==> src/rtl/alu_operand_stage.sv <==
// -----------------------------------------------------------------------------
// alu_operand_stage
//
// Operand-fetch stage that sits directly in front of the ALU. It holds the
// general register file, reads the two source registers, runs the B operand
// through a one-bit shifter and applies the A/B source selects. The resulting
// operand set is captured in a single-entry output slot that has a
// valid/ready handshake, so the ALU can stall the fetch. ALU results are
// written back through the register-file write port.
//
// Ports
//   clk        rising-edge clock
//   reset      synchronous, active-high reset (clears the register file and
//              discards any held operand set)
//   in_valid   upstream presents an operand request this cycle
//   in_ready   stage can accept a request this cycle
//   rn, rm     register indices for the A and B operands
//   shift      B-path shift: 00 none, 01 shl1, 10 lsr1, 11 asr1
//   asel       1: A forced to zero, 0: R[rn]
//   bsel       1: B = sximm5, 0: shifted R[rm]
//   sximm5     sign-extended immediate from the decoder
//   aluop_in   ALU operation carried alongside the operands
//   write      register-file write enable
//   writenum   register-file write index
//   data_in    register-file write data (ALU result C)
//   out_valid  Ain/Bin/ALUop hold a valid operand set
//   out_ready  ALU consumes the operand set this cycle
//   Ain, Bin   registered A and B operands
//   ALUop      registered ALU operation
// -----------------------------------------------------------------------------
module alu_operand_stage #(
    parameter int W    = 16,
    parameter int NREG = 8
) (
    input  logic                    clk,
    input  logic                    reset,

    input  logic                    in_valid,
    output logic                    in_ready,
    input  logic [$clog2(NREG)-1:0] rn,
    input  logic [$clog2(NREG)-1:0] rm,
    input  logic [1:0]              shift,
    input  logic                    asel,
    input  logic                    bsel,
    input  logic [W-1:0]            sximm5,
    input  logic [1:0]              aluop_in,

    input  logic                    write,
    input  logic [$clog2(NREG)-1:0] writenum,
    input  logic [W-1:0]            data_in,

    output logic                    out_valid,
    input  logic                    out_ready,
    output logic [W-1:0]            Ain,
    output logic [W-1:0]            Bin,
    output logic [1:0]              ALUop
);

    // Output-slot occupancy. The state is the valid bit itself.
    typedef enum logic {
        EMPTY = 1'b0,
        FULL  = 1'b1
    } state_t;

    state_t state_q;
    state_t state_d;

    logic [W-1:0] regs [NREG];

    logic [W-1:0] rd_a;      // R[rn] after write bypass
    logic [W-1:0] rd_b;      // R[rm] after write bypass
    logic [W-1:0] shifted_b;
    logic [W-1:0] op_a;
    logic [W-1:0] op_b;

    logic accept;
    logic consume;

    // -------------------------------------------------------------------------
    // Register file
    // -------------------------------------------------------------------------
    // NOTE: every register here is cleared by reset; the file is only eight
    // words of flops, and software relies on R0..R7 reading zero afterwards.
    always_ff @(posedge clk) begin
        if (reset) begin
            for (int i = 0; i < NREG; i++) begin
                regs[i] <= '0;
            end
        end else if (write) begin
            // NOTE: non-blocking so every flop in this clock domain samples
            // pre-edge values regardless of process ordering.
            regs[writenum] <= data_in;
        end
    end

    // Writeback landing this cycle is forwarded so a request issued alongside
    // it sees the new value instead of the stale register contents. Each read
    // port checks the write index independently.
    always_comb begin
        rd_a = regs[rn];
        rd_b = regs[rm];
        if (write && (writenum == rn)) begin
            rd_a = data_in;
        end
        if (write && (writenum == rm)) begin
            rd_b = data_in;
        end
    end

    // -------------------------------------------------------------------------
    // B-path shifter and source selects
    // -------------------------------------------------------------------------
    // NOTE: the default assignment first guarantees every path through the
    // block drives the output, so no latch is inferred.
    always_comb begin
        shifted_b = rd_b;
        case (shift)
            2'b01:   shifted_b = {rd_b[W-2:0], 1'b0};
            2'b10:   shifted_b = {1'b0, rd_b[W-1:1]};
            2'b11:   shifted_b = {rd_b[W-1], rd_b[W-1:1]};
            default: shifted_b = rd_b;
        endcase
    end

    assign op_a = asel ? '0 : rd_a;
    assign op_b = bsel ? sximm5 : shifted_b;

    // -------------------------------------------------------------------------
    // Handshake and slot state machine
    // -------------------------------------------------------------------------
    // A full slot can still take a new set in the cycle the ALU drains it,
    // which keeps back-to-back transfers bubble-free.
    assign out_valid = (state_q == FULL);
    assign in_ready  = !out_valid || out_ready;
    assign accept    = in_valid && in_ready;
    assign consume   = out_valid && out_ready;

    always_ff @(posedge clk) begin
        if (reset) begin
            state_q <= EMPTY;
        end else begin
            state_q <= state_d;
        end
    end

    always_comb begin
        state_d = state_q;
        case (state_q)
            EMPTY: begin
                if (accept) begin
                    state_d = FULL;
                end
            end
            FULL: begin
                if (consume && !accept) begin
                    state_d = EMPTY;
                end
            end
            default: state_d = EMPTY;
        endcase
    end

    // -------------------------------------------------------------------------
    // Output operand registers
    // -------------------------------------------------------------------------
    // Loaded only on accept; after a consume they keep their last contents,
    // and later writes to the source registers never reach a held set.
    always_ff @(posedge clk) begin
        if (reset) begin
            Ain   <= '0;
            Bin   <= '0;
            ALUop <= 2'b00;
        end else if (accept) begin
            Ain   <= op_a;
            Bin   <= op_b;
            ALUop <= aluop_in;
        end
    end

endmodule

==> config.mk <==
export PLATFORM = sky130hd
export DESIGN_NAME = alu_operand_stage
export DESIGN_NICKNAME = d
export VERILOG_FILES = /design/src/rtl/alu_operand_stage.sv
export SDC_FILE = /design/constraint.sdc
export NUM_CORES = 1
export LEC_CHECK = 0
export CORE_AREA = 2 2 144 146
export DETAILED_ROUTE_END_ITERATION = 12
export DIE_AREA = 0 0 146 148
export GPL_ROUTABILITY_DRIVEN = 0
export PLACE_DENSITY = 0.75
export SKIP_LAST_GASP = 1
export SLEW_MARGIN = 20
export SYNTH_ARGS = -nofsm -noshare
export SYNTH_HDL_FRONTEND = slang
export SYNTH_SLANG_ARGS = --single-unit
==> constraint.sdc <==
create_clock -name clk -period 2.2 [get_ports clk]
set_clock_uncertainty 0.1 [all_clocks]
set_input_delay 0.33 -clock clk [delete_from_list [all_inputs] [get_ports clk]]
set_output_delay 0.33 -clock clk [all_outputs]
set_load 0.03 [all_outputs]
==> flow_summary.toml <==
[cts]
cts_tree = "done"
htreeDepth = 4
clk_latency_ps = 440
root_buffer = "clkbuf_16"
numCtsBuffers = 17
clk_pin_slew_ps = 70
cts_num_sinks = 163
clock_path_buffers = 2
cts-hold-fix-buffers = 0

[yosys]
syn_inst = 726
synthXorXnorAreaFrac_pct = 0.590
async_reset_ff_share_pct = 0
synthMuxAreaShare_pct = 20.0
synthFlopType = "edfxtp_1"
synth-compound-area-share_pct = 8.93
synth_top_family_by_area = "multiplexers"
synthSimpleGateAreaFrac_pct = 16.2
synth_adder_area_share_pct = 0
ys_ff_latch = 163
synth_edf_count = 128
syn-cell-area_um2 = 8910
synth_fp_nets = 778
synth_cell_types = 55
ys_warn_count = 0
syn_avg_cell_area_um2 = 12.3
yosysSeqAreaShare_pct = 51.0

[floorplan]
core_um2 = 20000
ios = 88
start_util_pct = 44.5
die_y_um = 148
rows = 52
dieArea_um2 = 21600
die_width_um = 146

[power]
clockPowerShare_pct = 35.5
power.total_mw = 8.04
p_int_mw = 5.78
swShare_pct = 28.0
p_comb_share_pct = 19.0
powerDensity_nw_per_um2 = 694
ir_drop_v = 0.000555
power.switching_mw = 2.25
p_leak_nw = 4.35
seqPwrFrac_pct = 45.5

[placed_design]
dp_hpwl_mm = 19.4
io_buffers = 87

[timing]
final.period_utilization_pct = 97.1
hold_viol = 0
drv_slew = 0
rsz0062_at_grt = "true"
fmax_ghz = 0.468
setup_viol = 0
max_slew.worst_pin.slew_ps = 472
slew_headroom_pct = 68.4
fin_crit_ps = 2140

[final_layout]
diodes = 0
final_cell_mix = "128 x edfxtp_1, 121 x and2_1, 98 x buf_4"
drive_above_1_share_pct = 25.9
final_util_pct = 57.8
finalNetCount = 943
final_common_cell = "edfxtp_1"
syn_to_final_growth_pct = 29.9

[global_route]
antenna_found_initial = 1
grt_use_total_pct = 25.4
first_global_vias = 7000
gr-total-overflow = 0
grt_start_max_net_pins = 25
grt_pass1_wl_mm = 41.1

[critical_path]
startpoint_type = "input port"
worstPathRequired_ps = 2460
worst-setup-path-type = "input port to flop"
cp_max_fo = 5
arrival_ps = 2400
reg2reg_slack_ps = 80
cp-end-kind = "flop"

[drt]
drt-pass1-iter-count = 5
drtIter0Drc = 563
vias = 6873
ant_nets = 0
drcViolationCount = 0
via_per_inst = 5.85
wirelength_mm = 26.9
route.detailed.wl_per_inst_um = 22.9

[min_path]
hp-class = "input port to flop"

[run_status]
status = "completed"

[flow_run]
max_cap_viol_count = 0
## per-stage QoR
| stage | instances | setup slack, ps | cell area (um2) | TNS (ps) | hold WS (ps) |
|---|---|---|---|---|---|
| global route | 1174 | -61.7 | 11600 | -61.7 | 269 |
| global placement | 1133 | -501 | 10900 | -23810 | 334 |
| finish | 1174 | 63.1 | 11600 | 0 | 280 |
| floorplan | 726 | 26.0 | 8910 | 0 | 359 |
| detailed placement | 1133 | -510 | 10900 | -21370 | 343 |
| CTS | 1166 | -55.7 | 11500 | -55.7 | 340 |
## final timing paths
kind	depth (start not counted)	start	endpoint
min reg2reg	2	Ain[9]	Ain[9]
min	2	writenum[0]	regs[0][1]
max reg2reg	8	regs[0][10]	Bin[10]
max	10	writenum[2]	Bin[9]
## what timing repair did
| action | in CTS | in global routing |
|---|---|---|
| resized for setup | 3 | 9 |
| buffers inserted | 1 | 7 |
| cloned | 0 | 1 |
| pin swaps | 0 | 2 |
| endpoints found under the setup margin | 4 | 5 |
## flip-flops by register name, summed over array words and instances (netlist names)
register and cells:
Bin 16, out_valid 1, regs 128, ALUop 2, Ain 16
## Yosys cell counts, types with 9 or more instances
master	n	area (um2)
a21oi_1	23	115
and2_1	121	757
buf_2	12	60.1
clkbuf_1	41	154
dfxtp_1	35	701
edfxtp_1	128	3840
mux2_2	12	135
mux2i_1	39	390
mux4_2	49	1100
nand2_1	57	214
nand2b_1	11	68.8
nand3b_1	13	97.6
nor2_1	20	75.1
nor3_1	12	60.1
o21ai_0	50	250
or2_2	9	56.3
## layout make-up
type	count	area, um2
Timing Repair Buffer	206	2010
Inverter	5	18.8
Multi-Input combinational cell	498	4100
Tap cell	270	338
Sequential cell	163	4540
Clock buffer	17	425
Clock inverter	15	138
Fill cell	1622	8460
## power groups by stage
stage                     combinational, mW  clock (mW)  sequential, mW
after floorplan                       0.713           0            3.75
after global placement                 1.46           0            3.69
after detailed placement               1.48           0            3.71
after CTS                              1.50        2.89            3.64
after global routing                   1.63        3.01            3.67
final                                  1.53        2.85            3.65
## critical path: stages
cell,delay (ps)
clkdlybuf4s50_1,560
xnor2_2,140
nand4_1,200
buf_12,190
mux2i_2,140
buf_4,150
buf_4,120
buf_4,120
a311o_1,290
a31oi_1,140
## routing by layer
layer  GRT usage, %  vias to the layer above  share of wire, %
met5              0                        -             0.048
li1               -                     3079                 -
met4           9.95                        2               3.5
met1           32.6                     3310                39
met2           42.3                      403                48
met3           5.40                       79               8.8
## logic make-up after synthesis
group,count (synthesis)
muxes,107
DFF,163
AOI/OAI and AO/OA,124
xor gates and xnor gates,6
buffers and inverters,65
and+or+nand+nor,261
(Power assumes the default switching activity.)
